===== config.mk =====
export PLATFORM = sky130hd
export DESIGN_NAME = ltsm_reset_state
export DESIGN_NICKNAME = d
export VERILOG_FILES = /design/src/rtl/ltsm_reset_state_pkg.sv /design/src/rtl/ltsm_reset_state_residency_timer.sv /design/src/rtl/ltsm_reset_state.sv
export SDC_FILE = /design/constraint.sdc
export NUM_CORES = 1
export LEC_CHECK = 0
export ABC_AREA = 0
export BUFFER_PORTS_ARGS = -buffer_cell sky130_fd_sc_hd__clkbuf_2
export CORE_MARGIN = 4
export CORE_UTILIZATION = 40
export DETAILED_ROUTE_END_ITERATION = 16
export MAX_ROUTING_LAYER = met4
export PLACE_DENSITY_LB_ADDON = 0.08
export REMOVE_ABC_BUFFERS = 1
export SLEW_MARGIN = 10
export SYNTH_ARGS = -nofsm -noshare
export SYNTH_HDL_FRONTEND = slang
export SYNTH_SLANG_ARGS = --single-unit

===== constraint.sdc =====
create_clock -name clk_100MHz -period 2.2 [get_ports clk_100MHz]
set_input_delay 0.11 -clock clk_100MHz [delete_from_list [all_inputs] [get_ports clk_100MHz]]
set_output_delay 0.11 -clock clk_100MHz [all_outputs]
set_load 0.05 [all_outputs]

===== src/rtl/ltsm_reset_state_pkg.sv =====
// Shared LTSM definitions used by the RESET-state controller and its residency timer.
package ltsm_reset_state_pkg;

  typedef enum logic [1:0] {
    RST_IDLE      = 2'd0,
    RST_HOLD      = 2'd1,
    RST_WAIT_TRIG = 2'd2,
    RST_DONE      = 2'd3
  } ltsm_reset_state_t;

  // 4 ms at 100 MHz
  localparam int LTSM_RESET_MIN_CYCLES_4MS      = 400000;
  localparam int LTSM_RESET_RETRY_LIMIT_DEFAULT = 8;

  function automatic logic ltsm_exit_ready(
    input logic pll_locked,
    input logic supply_stable,
    input logic start_training,
    input logic sb_pattern
  );
    return pll_locked & supply_stable & (start_training | sb_pattern);
  endfunction

endpackage


===== src/rtl/ltsm_reset_state_residency_timer.sv =====
// ltsm_residency_timer: clear/enable cycle counter that saturates at COUNT-1 and flags expiry.
module ltsm_residency_timer #(
  parameter int COUNT = 16,
  parameter int WIDTH = 5
) (
  input  logic i_clk,
  input  logic i_rst_n,
  input  logic i_clr,
  input  logic i_en,
  output logic o_expired
);

  localparam logic [WIDTH-1:0] LP_LAST = WIDTH'(COUNT - 1);

  logic [WIDTH-1:0] r_cnt;
  logic             w_at_last;

  assign w_at_last = (r_cnt == LP_LAST);
  assign o_expired = w_at_last;

  // Holding at the last value keeps the counter from ever wrapping.
  always_ff @(posedge i_clk or negedge i_rst_n) begin
    if (!i_rst_n) begin
      r_cnt <= {WIDTH{1'b0}};
    end else if (i_clr) begin
      r_cnt <= {WIDTH{1'b0}};
    end else if (i_en && !w_at_last) begin
      r_cnt <= r_cnt + WIDTH'(1);
    end else begin
      r_cnt <= r_cnt;
    end
  end

endmodule


===== src/rtl/ltsm_reset_state.sv =====
// LTSM RESET-state controller: residency hold, readiness/trigger wait, entry counting.
// Defining LTSM_RESET_RETRY_LIMIT_EN adds the RETRY_LIMIT parameter and link-fail lockout.
module ltsm_reset_state
  import ltsm_reset_state_pkg::*;
#(
  parameter int MIN_RESIDENCY_CYCLES = LTSM_RESET_MIN_CYCLES_4MS,
  parameter int CNT_W                = 19,
  parameter int RETRY_W              = 4
`ifdef LTSM_RESET_RETRY_LIMIT_EN
  ,
  parameter int RETRY_LIMIT          = LTSM_RESET_RETRY_LIMIT_DEFAULT
`endif
) (
  input  logic               clk_100MHz,
  input  logic               reset,
  input  logic               enable_i,
  input  logic               pll_locked_i,
  input  logic               supply_stable_i,
  input  logic               start_training_i,
  input  logic               SB_RX_pattern_detected_i,
  input  logic               clear_retry_i,
  output logic               RESET_done_o,
  output logic               enable_SB_tx,
  output logic               enable_SB_rx,
  output logic               mainband_idle_o,
  output logic               reset_state_timeout_counter_o,
  output logic [RETRY_W-1:0] retry_count_o,
  output logic               link_fail_o
);

  ltsm_reset_state_t r_state;
  ltsm_reset_state_t w_next;

  logic               w_entry;
  logic               w_tmr_clr;
  logic               w_tmr_en;
  logic               w_expired;
  logic               w_link_block;
  logic               r_exit_seen;
  logic               r_done;
  logic               r_mb_idle;
  logic               r_sb_rx;
  logic               r_pulse;
  logic [RETRY_W-1:0] r_retry;
  logic [RETRY_W-1:0] w_retry_base;
  logic [RETRY_W-1:0] w_retry_next;

  assign w_entry   = (r_state == RST_IDLE) && enable_i;
  assign w_tmr_clr = (r_state != RST_HOLD) || !enable_i;
  assign w_tmr_en  = (r_state == RST_HOLD);

  ltsm_residency_timer #(
    .COUNT (MIN_RESIDENCY_CYCLES),
    .WIDTH (CNT_W)
  ) u_residency_timer (
    .i_clk     (clk_100MHz),
    .i_rst_n   (reset),
    .i_clr     (w_tmr_clr),
    .i_en      (w_tmr_en),
    .o_expired (w_expired)
  );

  always_ff @(posedge clk_100MHz or negedge reset) begin
    if (!reset) begin
      r_state <= RST_IDLE;
    end else begin
      r_state <= w_next;
    end
  end

  always_comb begin
    w_next = r_state;
    if (!enable_i) begin
      w_next = RST_IDLE;
    end else begin
      case (r_state)
        RST_IDLE: begin
          w_next = RST_HOLD;
        end
        RST_HOLD: begin
          if (w_expired) begin
            w_next = RST_WAIT_TRIG;
          end else begin
            w_next = RST_HOLD;
          end
        end
        RST_WAIT_TRIG: begin
          if (r_exit_seen && !w_link_block) begin
            w_next = RST_DONE;
          end else begin
            w_next = RST_WAIT_TRIG;
          end
        end
        RST_DONE: begin
          w_next = RST_DONE;
        end
        default: begin
          w_next = RST_IDLE;
        end
      endcase
    end
  end

  // The exit condition is only captured while waiting, so triggers seen during HOLD are dropped.
  always_ff @(posedge clk_100MHz or negedge reset) begin
    if (!reset) begin
      r_exit_seen <= 1'b0;
    end else if (enable_i && (r_state == RST_WAIT_TRIG)) begin
      r_exit_seen <= ltsm_exit_ready(pll_locked_i, supply_stable_i,
                                     start_training_i, SB_RX_pattern_detected_i);
    end else begin
      r_exit_seen <= 1'b0;
    end
  end

  // Clear takes effect before the entry increment, so a coincident clear leaves the count at 1.
  always_comb begin
    w_retry_base = r_retry;
    w_retry_next = r_retry;
    if (clear_retry_i) begin
      w_retry_base = {RETRY_W{1'b0}};
    end else begin
      w_retry_base = r_retry;
    end
    if (w_entry && !(&w_retry_base)) begin
      w_retry_next = w_retry_base + RETRY_W'(1);
    end else begin
      w_retry_next = w_retry_base;
    end
  end

  always_ff @(posedge clk_100MHz or negedge reset) begin
    if (!reset) begin
      r_mb_idle <= 1'b0;
      r_sb_rx   <= 1'b0;
      r_done    <= 1'b0;
      r_pulse   <= 1'b0;
      r_retry   <= {RETRY_W{1'b0}};
    end else begin
      r_mb_idle <= (w_next != RST_IDLE);
      r_sb_rx   <= (w_next == RST_WAIT_TRIG) || (w_next == RST_DONE);
      r_done    <= (w_next == RST_DONE);
      r_pulse   <= w_entry;
      r_retry   <= w_retry_next;
    end
  end

`ifdef LTSM_RESET_RETRY_LIMIT_EN
  localparam int               LP_CMP_W       = RETRY_W + 1;
  localparam logic [RETRY_W:0] LP_RETRY_LIMIT = LP_CMP_W'(RETRY_LIMIT);

  logic r_link_fail;

  // Limit is judged on the count held before this entry's increment.
  always_ff @(posedge clk_100MHz or negedge reset) begin
    if (!reset) begin
      r_link_fail <= 1'b0;
    end else if (clear_retry_i) begin
      r_link_fail <= 1'b0;
    end else if (w_entry && ({1'b0, r_retry} >= LP_RETRY_LIMIT)) begin
      r_link_fail <= 1'b1;
    end else begin
      r_link_fail <= r_link_fail;
    end
  end

  assign w_link_block = r_link_fail;
  assign link_fail_o  = r_link_fail;
`else
  assign w_link_block = 1'b0;
  assign link_fail_o  = 1'b0;
`endif

  assign RESET_done_o                  = r_done;
  assign enable_SB_tx                  = 1'b0;
  assign enable_SB_rx                  = r_sb_rx;
  assign mainband_idle_o               = r_mb_idle;
  assign reset_state_timeout_counter_o = r_pulse;
  assign retry_count_o                 = r_retry;

endmodule


==> results of run 1 <==
## area by class of cell
| cell class | count | area (um^2) |
|---|---|---|
| Fill cell | 361 | 1930 |
| Multi-Input combinational cell | 118 | 756 |
| Sequential cell | 30 | 751 |
| Timing Repair Buffer | 19 | 108 |
| Clock buffer | 6 | 82.6 |
| Tap cell | 48 | 60.1 |
| Inverter | 4 | 15.0 |
| Clock inverter | 2 | 12.5 |
## final timing paths
check	start	end	slack, ns	depth (start not counted)
worst max-delay path	u_residency_timer.r_cnt[0]	u_residency_timer.r_cnt[18]	0.30	5
worst min-delay path	enable_i	mainband_idle_o	0.03	1
worst max register to register	u_residency_timer.r_cnt[0]	u_residency_timer.r_cnt[18]	0.30	5
worst min register to register	r_exit_seen	RESET_done_o	0.52	2
max in group asynchronous	reset	r_state[1]	1.30	2
min in group asynchronous	reset	u_residency_timer.r_cnt[17]	0.43	2
## cell usage after synthesis (3+ instances only)
cell and number:
nand4_1 4, nor4_1 5, and3_1 3, nor2b_1 6
nand2b_1 3, nand3_1 6, inv_1 4, nor3_1 4
dfrtp_1 30, or3_1 3, nor2_1 12, xnor2_1 8
o21ai_0 7, a211oi_1 3, clkbuf_1 4, a21oi_1 6
mux2i_1 4, nand2_1 15
## placed cells by master, fill, tap and decap left out, types with 3 or more instances in the layout
| cell type | count |
|---|---|
| buf_4 | 3 |
| and3_1 | 3 |
| inv_1 | 4 |
| o21ai_0 | 7 |
| nand3_1 | 6 |
| nor3_1 | 4 |
| nor4_1 | 5 |
| clkbuf_8 | 6 |
| nor2_1 | 12 |
| nor2b_1 | 6 |
| a211oi_1 | 3 |
| nand4_1 | 4 |
| xnor2_1 | 8 |
| nand2_1 | 15 |
| or3_1 | 3 |
| clkbuf_2 | 15 |
| dfrtp_1 | 30 |
| mux2i_1 | 4 |
| nand2b_1 | 3 |
| a21oi_1 | 6 |
## per-layer routing
metal / wire length [um] / share of wire (%) / vias up
met3: 128 / 4.1 / 4
met1: 1390 / 44 / 583
met4: 40 / 1.3 / 0
met5: 0 / 0 / -
met2: 1570 / 50 / 24
li1: - / - / 598
## critical path, cell delays in order (launching register included)
cell	delay [ns]
dfrtp_1	0.40
ha_1	0.22
nand3_2	0.17
or4_1	0.55
or3_1	0.35
a21oi_1	0.14
## through the flow
step,util [%],cells
final,48.0,227
after global routing,48.0,227
after CTS,48.0,227
after detailed placement,45.2,218
after global placement,45.2,218
after floorplan,-,152
## cells by family (layout without fill, tap and decap cells)
| kind of cell | count (synthesis) | in the layout | share of synthesized area [%] |
|---|---|---|---|
| fa+ha+maj | 2 | 2 | 1.61 |
| buf+inv | 11 | 31 | 3.22 |
| other cells | 1 | 2 | 0.242 |
| compound gates | 22 | 22 | 8.78 |
| flops | 30 | 30 | 48.3 |
| simple gates | 77 | 77 | 28.8 |
| mux | 5 | 5 | 3.30 |
| xor+xnor | 10 | 10 | 5.64 |
## power by group
group | internal, W | switching (W) | leakage (nW) | total (W)
Clock | 0.000251 | 0.000201 | 0.0472 | 0.000452
Combinational | 0.0000216 | 0.0000622 | 0.285 | 0.0000838
Sequential | 0.000560 | 0.00000625 | 0.411 | 0.000567
## sequential cells by signal (all words and copies together), names as in the netlist
name and cells:
reset_state_timeout_counter_o 1, enable_SB_rx 1, u_residency_timer.r_cnt 19, r_exit_seen 1, retry_count_o 4, RESET_done_o 1
r_state 2, mainband_idle_o 1
==> impl_metrics.json, run 1 <==
{
  "fmax_mhz": 527,
  "seq_area_frac_synth_pct": 48.3,
  "wl_per_cell_um": 13.8,
  "cp.arrival_ns": 2.10,
  "die_height_um": 70.3,
  "report.final.slew_viol_count": 0,
  "hold_viol": 0,
  "synth_cells": 158,
  "hp-class": "input pin to flip-flop",
  "drt-initial-drc-count": 32,
  "ys_ff_latch": 30,
  "period_minus_slack_ns": 1.90,
  "fin_crit_sh_pct": 86.2,
  "leakage_nw": 0.743,
  "synth.avg_cell_area_um2": 9.83,
  "cp_max_fo": 8,
  "syn_area_mm2": 0.00155,
  "finalSetupTns_ns": 0,
  "cts-root-buf": "clkbuf_8",
  "synth_area_leader_cell": "dfrtp_1",
  "fp.coreArea_mm2": 0.00372,
  "dp_hpwl_mm": 2.25,
  "clockBufferDepth": 2,
  "post_cts_resized": 0,
  "path_clk_slew_ns": 0.07,
  "powerDensity_mw_per_mm2": 618,
  "gp_congestion": 0.834,
  "ir_drop_v": 0.000368,
  "ant_nets": 0,
  "vias": 1209,
  "drive_above_1_share_pct": 17.9,
  "top_usage_layer": "met2",
  "clk_latency_ns": 0.27,
  "setup_viol": 0,
  "grt_usage_pct": 15.0,
  "clock-sinks": 30,
  "start_util_pct": 41.8,
  "n_antenna_cell": 0,
  "synthDistinctLibCells": 41,
  "grt_use_met1_pct": 17.7,
  "start_kind": "flip-flop",
  "drt_wl_total_mm": 3.13,
  "final_nets": 188,
  "grt_pass1_vias": 1272,
  "endpoint_kind": "flip-flop",
  "grt_overflow_total": 0,
  "status": "finished, final reports clean",
  "ys.flop_type": "dfrtp_1",
  "area_growth_pct": 14.9,
  "cts_hold_buf": 1,
  "io_pins": 18,
  "finClkSkew_ns": 0.00612,
  "yosysWarnings": 0,
  "synth_area_leaders": "dfrtp_1 (48%), xnor2_1 (4.5%), nand2_1 (3.6%), nor2_1 (2.9%), mux2i_1 (2.6%)",
  "dr.pass1.iters": 4,
  "use_met3_pct": 3.45,
  "antenna_found_initial": 0,
  "design_area_mm2": 0.00178,
  "path_class": "flip-flop to flip-flop",
  "cts_max_level": 2,
  "via_per_inst": 5.33,
  "maxSlewHeadroom_pct": 50.2,
  "place_area_mm2": 0.00168,
  "gr-usage-met2_pct": 23.9,
  "dieWidth_um": 70.3,
  "grt_max_degree": 31,
  "power.total_w": 0.00110,
  "worstMarginPinSlew_ns": 0.746,
  "synth_top_area_share_pct": 48.3,
  "io_buffers": 15,
  "grt_pass1_wl_mm": 5.81,
  "pre_cts_ws_ns": 0.322,
  "synth_edf_count": 0,
  "required_ns": 2.40,
  "maxCapViolations": 0,
  "rsz0062_at_grt": "false",
  "die-area_mm2": 0.00494,
  "cts_made_buffers": 5,
  "drt_drc_violations_left": 0,
  "fp-row-count": 22,
  "cts_setup_buffers": 0,
  "setup_ws_ns": 0.303,
  "cts_tree": "yes",
  "ys_async_sr_fraction_pct": 100,
  "holdWs_ns": 0.0282
}
Power figures use the tool's default switching activity.
==> run 2: changes to the inputs <==
--- a/config.mk
+++ b/config.mk
@@ -8,7 +8,7 @@
 export ABC_AREA = 0
 export BUFFER_PORTS_ARGS = -buffer_cell sky130_fd_sc_hd__clkbuf_2
 export CORE_MARGIN = 4
-export CORE_UTILIZATION = 40
+export CORE_UTILIZATION = 50
 export DETAILED_ROUTE_END_ITERATION = 16
 export MAX_ROUTING_LAYER = met4
 export PLACE_DENSITY_LB_ADDON = 0.08
==> run 2 against run 1 <==
Critical endpoint unchanged. Die area decreased by 18%. Critical path type unchanged. Global-route usage grew 2.4 points. Combinational power grew 5.1%.
==> impl_metrics.json, run 2 (synthesized netlist as in run 1, its figures left out) <==
{
  "rsz0062_at_grt": "false",
  "grt_pass1_wl_mm": 5.42,
  "cp_num_buf_inv": 0,
  "worstMarginPinSlew_ns": 0.722,
  "dieWidth_um": 63.7,
  "crit_family": "simple AND/OR/NAND/NOR gates",
  "regMostFlops": "u_residency_timer.r_cnt",
  "grt_usage_pct": 17.4,
  "hold_path.startpoint": "start_training_i",
  "cts-root-buf": "clkbuf_4",
  "period_minus_slack_ns": 1.94,
  "cts_made_buffers": 5,
  "power.total_w": 0.000991,
  "comb_power_share_pct": 8.9,
  "ant_nets": 0,
  "worstReg2RegStart": "u_residency_timer.r_cnt[0]",
  "drt-initial-drc-count": 80,
  "via_per_inst": 5.82,
  "hp-class": "input pin to flip-flop",
  "clock-sinks": 30,
  "post_cts_resized": 0,
  "fmax_mhz": 515,
  "cp_max_fo": 8,
  "p_seq_share_pct": 57.1,
  "path_class": "flip-flop to flip-flop",
  "grt_max_degree": 31,
  "drive_above_1_share_pct": 17.0,
  "wl_per_cell_um": 13.7,
  "max_stage_delay_ns": 0.55,
  "clockBufferDepth": 2,
  "drt_wl_total_mm": 2.93,
  "layout_commonest_cell": "dfrtp_1",
  "finClkSkew_ns": 0.00962,
  "leakage_nw": 0.743,
  "antenna_found_initial": 0,
  "io_buffers": 15,
  "gp_congestion": 0.843,
  "netSwitchingPower_w": 0.000251,
  "path_clk_slew_ns": 0.09,
  "crit_path_cell_trace": "ha_1 -> nand3_2 -> or4_1 -> or3_1 -> a21oi_1",
  "setup_viol": 0,
  "maxSlewHeadroom_pct": 51.8,
  "drt_drc_violations_left": 0,
  "start_kind": "flip-flop",
  "cts_tree": "yes",
  "vias": 1240,
  "fp-row-count": 19,
  "fillers": 261,
  "swShare_pct": 25.4,
  "intPower_w": 0.000740,
  "powerDensity_mw_per_mm2": 564,
  "cp_slowest_cell": "or4_1",
  "required_ns": 2.45,
  "hold_viol": 0,
  "die_height_um": 63.7,
  "fin_crit_sh_pct": 88.3,
  "largest_reg_flops": 19,
  "cp.arrival_ns": 2.19,
  "maxCapViolations": 0,
  "final_cell_mix": "dfrtp_1 (30), nand2_1 (15), clkbuf_2 (15)",
  "n_antenna_cell": 0,
  "area_growth_pct": 13.2,
  "final_nets": 191,
  "place_area_mm2": 0.00166,
  "ir_drop_v": 0.000403,
  "dp_hpwl_mm": 2.16,
  "grt_overflow_total": 0,
  "finalSetupTns_ns": 0,
  "die-area_mm2": 0.00406,
  "reg2reg_slack_ns": 0.26,
  "p_clk_share_pct": 34.0,
  "dr.pass1.iters": 4,
  "fp.coreArea_mm2": 0.00285,
  "cp-startpoint": "u_residency_timer.r_cnt[0]",
  "clk_latency_ns": 0.32,
  "cts_max_level": 2,
  "io_pins": 18,
  "start_util_pct": 54.4,
  "report.final.slew_viol_count": 0,
  "status": "finished, final reports clean",
  "grt_pass1_vias": 1251,
  "endpoint_kind": "flip-flop",
  "design_area_mm2": 0.00176
}
run 2: cell count changes in the layout (fill, tap and decap cells not counted):
| cell | previous run | this run |
|---|---|---|
| clkbuf_1 | 0 | 1 |
| clkbuf_4 | 0 | 5 |
| clkbuf_8 | 6 | 1 |
| clkinvlp_4 | 1 | 0 |
| dlygate4sd3_1 | 1 | 4 |
run 2: cell type report:
cell class                 instances  area [um^2]  share of cell area, %
inverter                           4         15.0                  0.854
timing repair buffer              22          138                   7.83
sequential                        30          751                   42.7
multi-input combinational        118          756                   43.0
clock inverter                     1         5.00                  0.285
clock buffer                       7         55.1                   3.13
tap                               31         38.8                   2.21
run 2: path summary, 6_finish.rpt:
kind | cells past startpoint | to
worst max-delay path | 5 | u_residency_timer.r_cnt[18]
worst max register to register | 5 | u_residency_timer.r_cnt[18]
worst min-delay path | 3 | r_exit_seen
worst min register to register | 2 | RESET_done_o
min in group asynchronous | 2 | u_residency_timer.r_cnt[16]
max in group asynchronous | 2 | retry_count_o[3]
run 2: per-layer routing:
layer / track usage, % / up-vias / routed length (um)
met3: 4.09 / 8 / 83
met4: 7.55 / 0 / 46
met5: - / - / 0
met1: 21.0 / 609 / 1320
met2: 27.6 / 17 / 1480
li1: - / 606 / -
run 2: per-stage QoR:
stage,std cells,hold WS [ns],setup WS [ns],util [%]
3_5_place_dp,201,0.207,0.297,58.1
2_1_floorplan,152,-0.186,0.225,-
4_1_cts,213,0.0350,0.271,61.6
6_report,213,0.0438,0.257,61.6
3_3_place_gp,201,0.196,0.356,58.1
5_1_grt,213,0.0673,0.146,61.6
run 2: tightest hold or removal path, delay by kind of cell:
family        cells  cell delay (ns)
buf+inv           1             0.08
simple gates      2             0.13
run 2: what timing repair did:
action | 4_1_cts | 5_1_grt
hold buffers | 4 | 0
setup buffers | 0 | 0
endpoints found under the hold margin | 32 | 0
run 2: power groups by stage:
stage	clock [W]	combinational [W]	sequential, W
3_3_place_gp	0	0.0000819	0.000576
6_report	0.000337	0.0000881	0.000566
3_5_place_dp	0	0.0000841	0.000577
2_1_floorplan	0	0.0000296	0.000598
4_1_cts	0.000348	0.0000898	0.000566
5_1_grt	0.000380	0.0000979	0.000568
==> run 3: changes to the inputs <==
--- a/config.mk
+++ b/config.mk
@@ -9,6 +9,7 @@
 export BUFFER_PORTS_ARGS = -buffer_cell sky130_fd_sc_hd__clkbuf_2
 export CORE_MARGIN = 4
 export CORE_UTILIZATION = 50
+export CTS_BUF_LIST = sky130_fd_sc_hd__clkbuf_2
 export DETAILED_ROUTE_END_ITERATION = 16
 export MAX_ROUTING_LAYER = met4
 export PLACE_DENSITY_LB_ADDON = 0.08
==> run 3 against run 2 <==
Sequential power is essentially flat. Critical path type unchanged. Largest cell class unchanged. Critical endpoint unchanged. Count of clock-buffer cells in the layout shrank 1. Combinational power is essentially flat. Flip-flop and latch count is the same. Largest power group unchanged.
==> impl_metrics.json, run 3 (synthesized netlist as in run 1, its figures left out) <==
{
  "status": "finished, final reports clean",
  "holdPathStages": 3,
  "finClkSkew_ns": 0.0180,
  "ff2ff_path_depth": 5,
  "cts_made_buffers": 5,
  "maxCapViolations": 0,
  "intPower_w": 0.000664,
  "netSwitchingPower_w": 0.000253,
  "n_antenna_cell": 0,
  "grt_pass1_wl_mm": 5.52,
  "endpoint_kind": "flip-flop",
  "cp.arrival_ns": 2.25,
  "clock-sinks": 30,
  "final_nets": 192,
  "hp-class": "input pin to flip-flop",
  "cts_tree": "yes",
  "crit_family": "simple AND/OR/NAND/NOR gates",
  "rsz0062_at_grt": "false",
  "final_cell_mix": "dfrtp_1 (30), clkbuf_2 (21), nand2_1 (15)",
  "area_growth_pct": 12.5,
  "die-area_mm2": 0.00406,
  "layout_commonest_cell": "dfrtp_1",
  "cts_max_level": 2,
  "ir_drop_v": 0.000285,
  "drt_wl_total_mm": 3.02,
  "fp-row-count": 19,
  "dp_hpwl_mm": 2.16,
  "fillers": 260,
  "dieWidth_um": 63.7,
  "fin_crit_sh_pct": 89.3,
  "vias": 1259,
  "worst-path-stages": 5,
  "max_stage_delay_ns": 0.55,
  "multiInputGateArea_um2": 756,
  "crit_path_cell_trace": "ha_1 -> nand3_2 -> or4_1 -> or3_1 -> a21oi_1",
  "drt_drc_violations_left": 0,
  "cts-root-buf": "clkbuf_2",
  "grt_overflow_total": 0,
  "leakage_nw": 0.745,
  "required_ns": 2.48,
  "report.final.slew_viol_count": 0,
  "p_clk_share_pct": 28.5,
  "antenna_found_initial": 0,
  "maxSlewHeadroom_pct": 52.0,
  "finalSetupTns_ns": 0,
  "setup_viol": 0,
  "p_seq_share_pct": 61.8,
  "grt_usage_pct": 17.9,
  "comb_power_share_pct": 9.6,
  "ant_nets": 0,
  "start_kind": "flip-flop",
  "via_per_inst": 5.88,
  "path_class": "flip-flop to flip-flop",
  "start_util_pct": 54.4,
  "drive_above_1_share_pct": 16.9,
  "period_minus_slack_ns": 1.97,
  "largest_reg_flops": 19,
  "clockBufferDepth": 2,
  "powerDensity_mw_per_mm2": 525,
  "regArea_um2": 751,
  "wl_per_cell_um": 14.1,
  "swShare_pct": 27.6,
  "worstMarginPinSlew_ns": 0.719,
  "dr.pass1.iters": 4,
  "io_buffers": 15,
  "io_pins": 18,
  "holdWs_ns": 0.0863,
  "clk_latency_ns": 0.35,
  "cp_max_fo": 8,
  "grt_pass1_vias": 1252,
  "cts_setup_buffers": 0,
  "die_height_um": 63.7,
  "gp_congestion": 0.843,
  "fp.coreArea_mm2": 0.00285,
  "fmax_mhz": 509,
  "drt-initial-drc-count": 84,
  "path_clk_slew_ns": 0.16,
  "power.total_w": 0.000917,
  "cp_slowest_cell": "or4_1",
  "cp_num_buf_inv": 0,
  "grt_max_degree": 31,
  "hold_viol": 0,
  "regMostFlops": "u_residency_timer.r_cnt"
}
-- run 3: cell types whose count changed in the layout (fill, tap and decap cells not counted), sizes merged --
cell | before | now
dlygate4sd3 | 4 | 5
clkinv | 1 | 2
clkbuf | 22 | 21
-- run 3: final timing paths --
kind / end / startpoint / slack, ns
max: u_residency_timer.r_cnt[18] / u_residency_timer.r_cnt[0] / 0.23
min: retry_count_o[2] / clear_retry_i / 0.09
max reg2reg: u_residency_timer.r_cnt[18] / u_residency_timer.r_cnt[0] / 0.23
min reg2reg: RESET_done_o / r_exit_seen / 0.51
max in group asynchronous: retry_count_o[3] / reset / 1.40
min in group asynchronous: u_residency_timer.r_cnt[16] / reset / 0.32
-- run 3: power by group through the flow --
stage | combinational (W) | clock (W) | sequential [W]
2_1_floorplan | 0.0000296 | 0 | 0.000598
3_3_place_gp | 0.0000819 | 0 | 0.000576
3_5_place_dp | 0.0000841 | 0 | 0.000577
4_1_cts | 0.0000900 | 0.000272 | 0.000566
5_1_grt | 0.0000981 | 0.000311 | 0.000569
6_report | 0.0000883 | 0.000262 | 0.000567
-- run 3: stage by stage --
stage / worst slack, ns / instances / instance area (um^2) / util, %
final: 0.234 / 214 / 1750 / 61.2
after global placement: 0.356 / 201 / 1660 / 58.1
after floorplan: 0.225 / 152 / 1520 / -
after global routing: 0.129 / 214 / 1750 / 61.2
after CTS: 0.256 / 214 / 1750 / 61.2
after detailed placement: 0.297 / 201 / 1660 / 58.1
-- run 3: worst reg2reg max path: cells and delay by family, from the launching register on --
family	cells	cell delay, ns
flip-flops	1	0.44
AND/OR/NAND/NOR	3	1.07
adder cells (fa/ha/maj)	1	0.22
AO/OA/AOI/OAI	1	0.16
-- run 3: layout make-up --
cell class	instances	area share [%]
multi-input combinational	118	43.3
clock inverter	2	0.501
inverter	4	0.860
clock buffer	6	1.72
sequential	30	43.0
tap	31	2.22
timing repair buffer	23	8.45
-- run 3: what timing repair did --
item                       CTS  global route
hold buffers                 5             0
hold endpoints to repair    32             0
setup endpoints to repair    0             0
gates resized for setup      0             0
-- run 3: routing by layer --
layer | global-route usage, % | wire length, um
met5 | - | 0
met2 | 27.9 | 1520
met3 | 6.22 | 98
met4 | 6.74 | 17
met1 | 21.5 | 1380
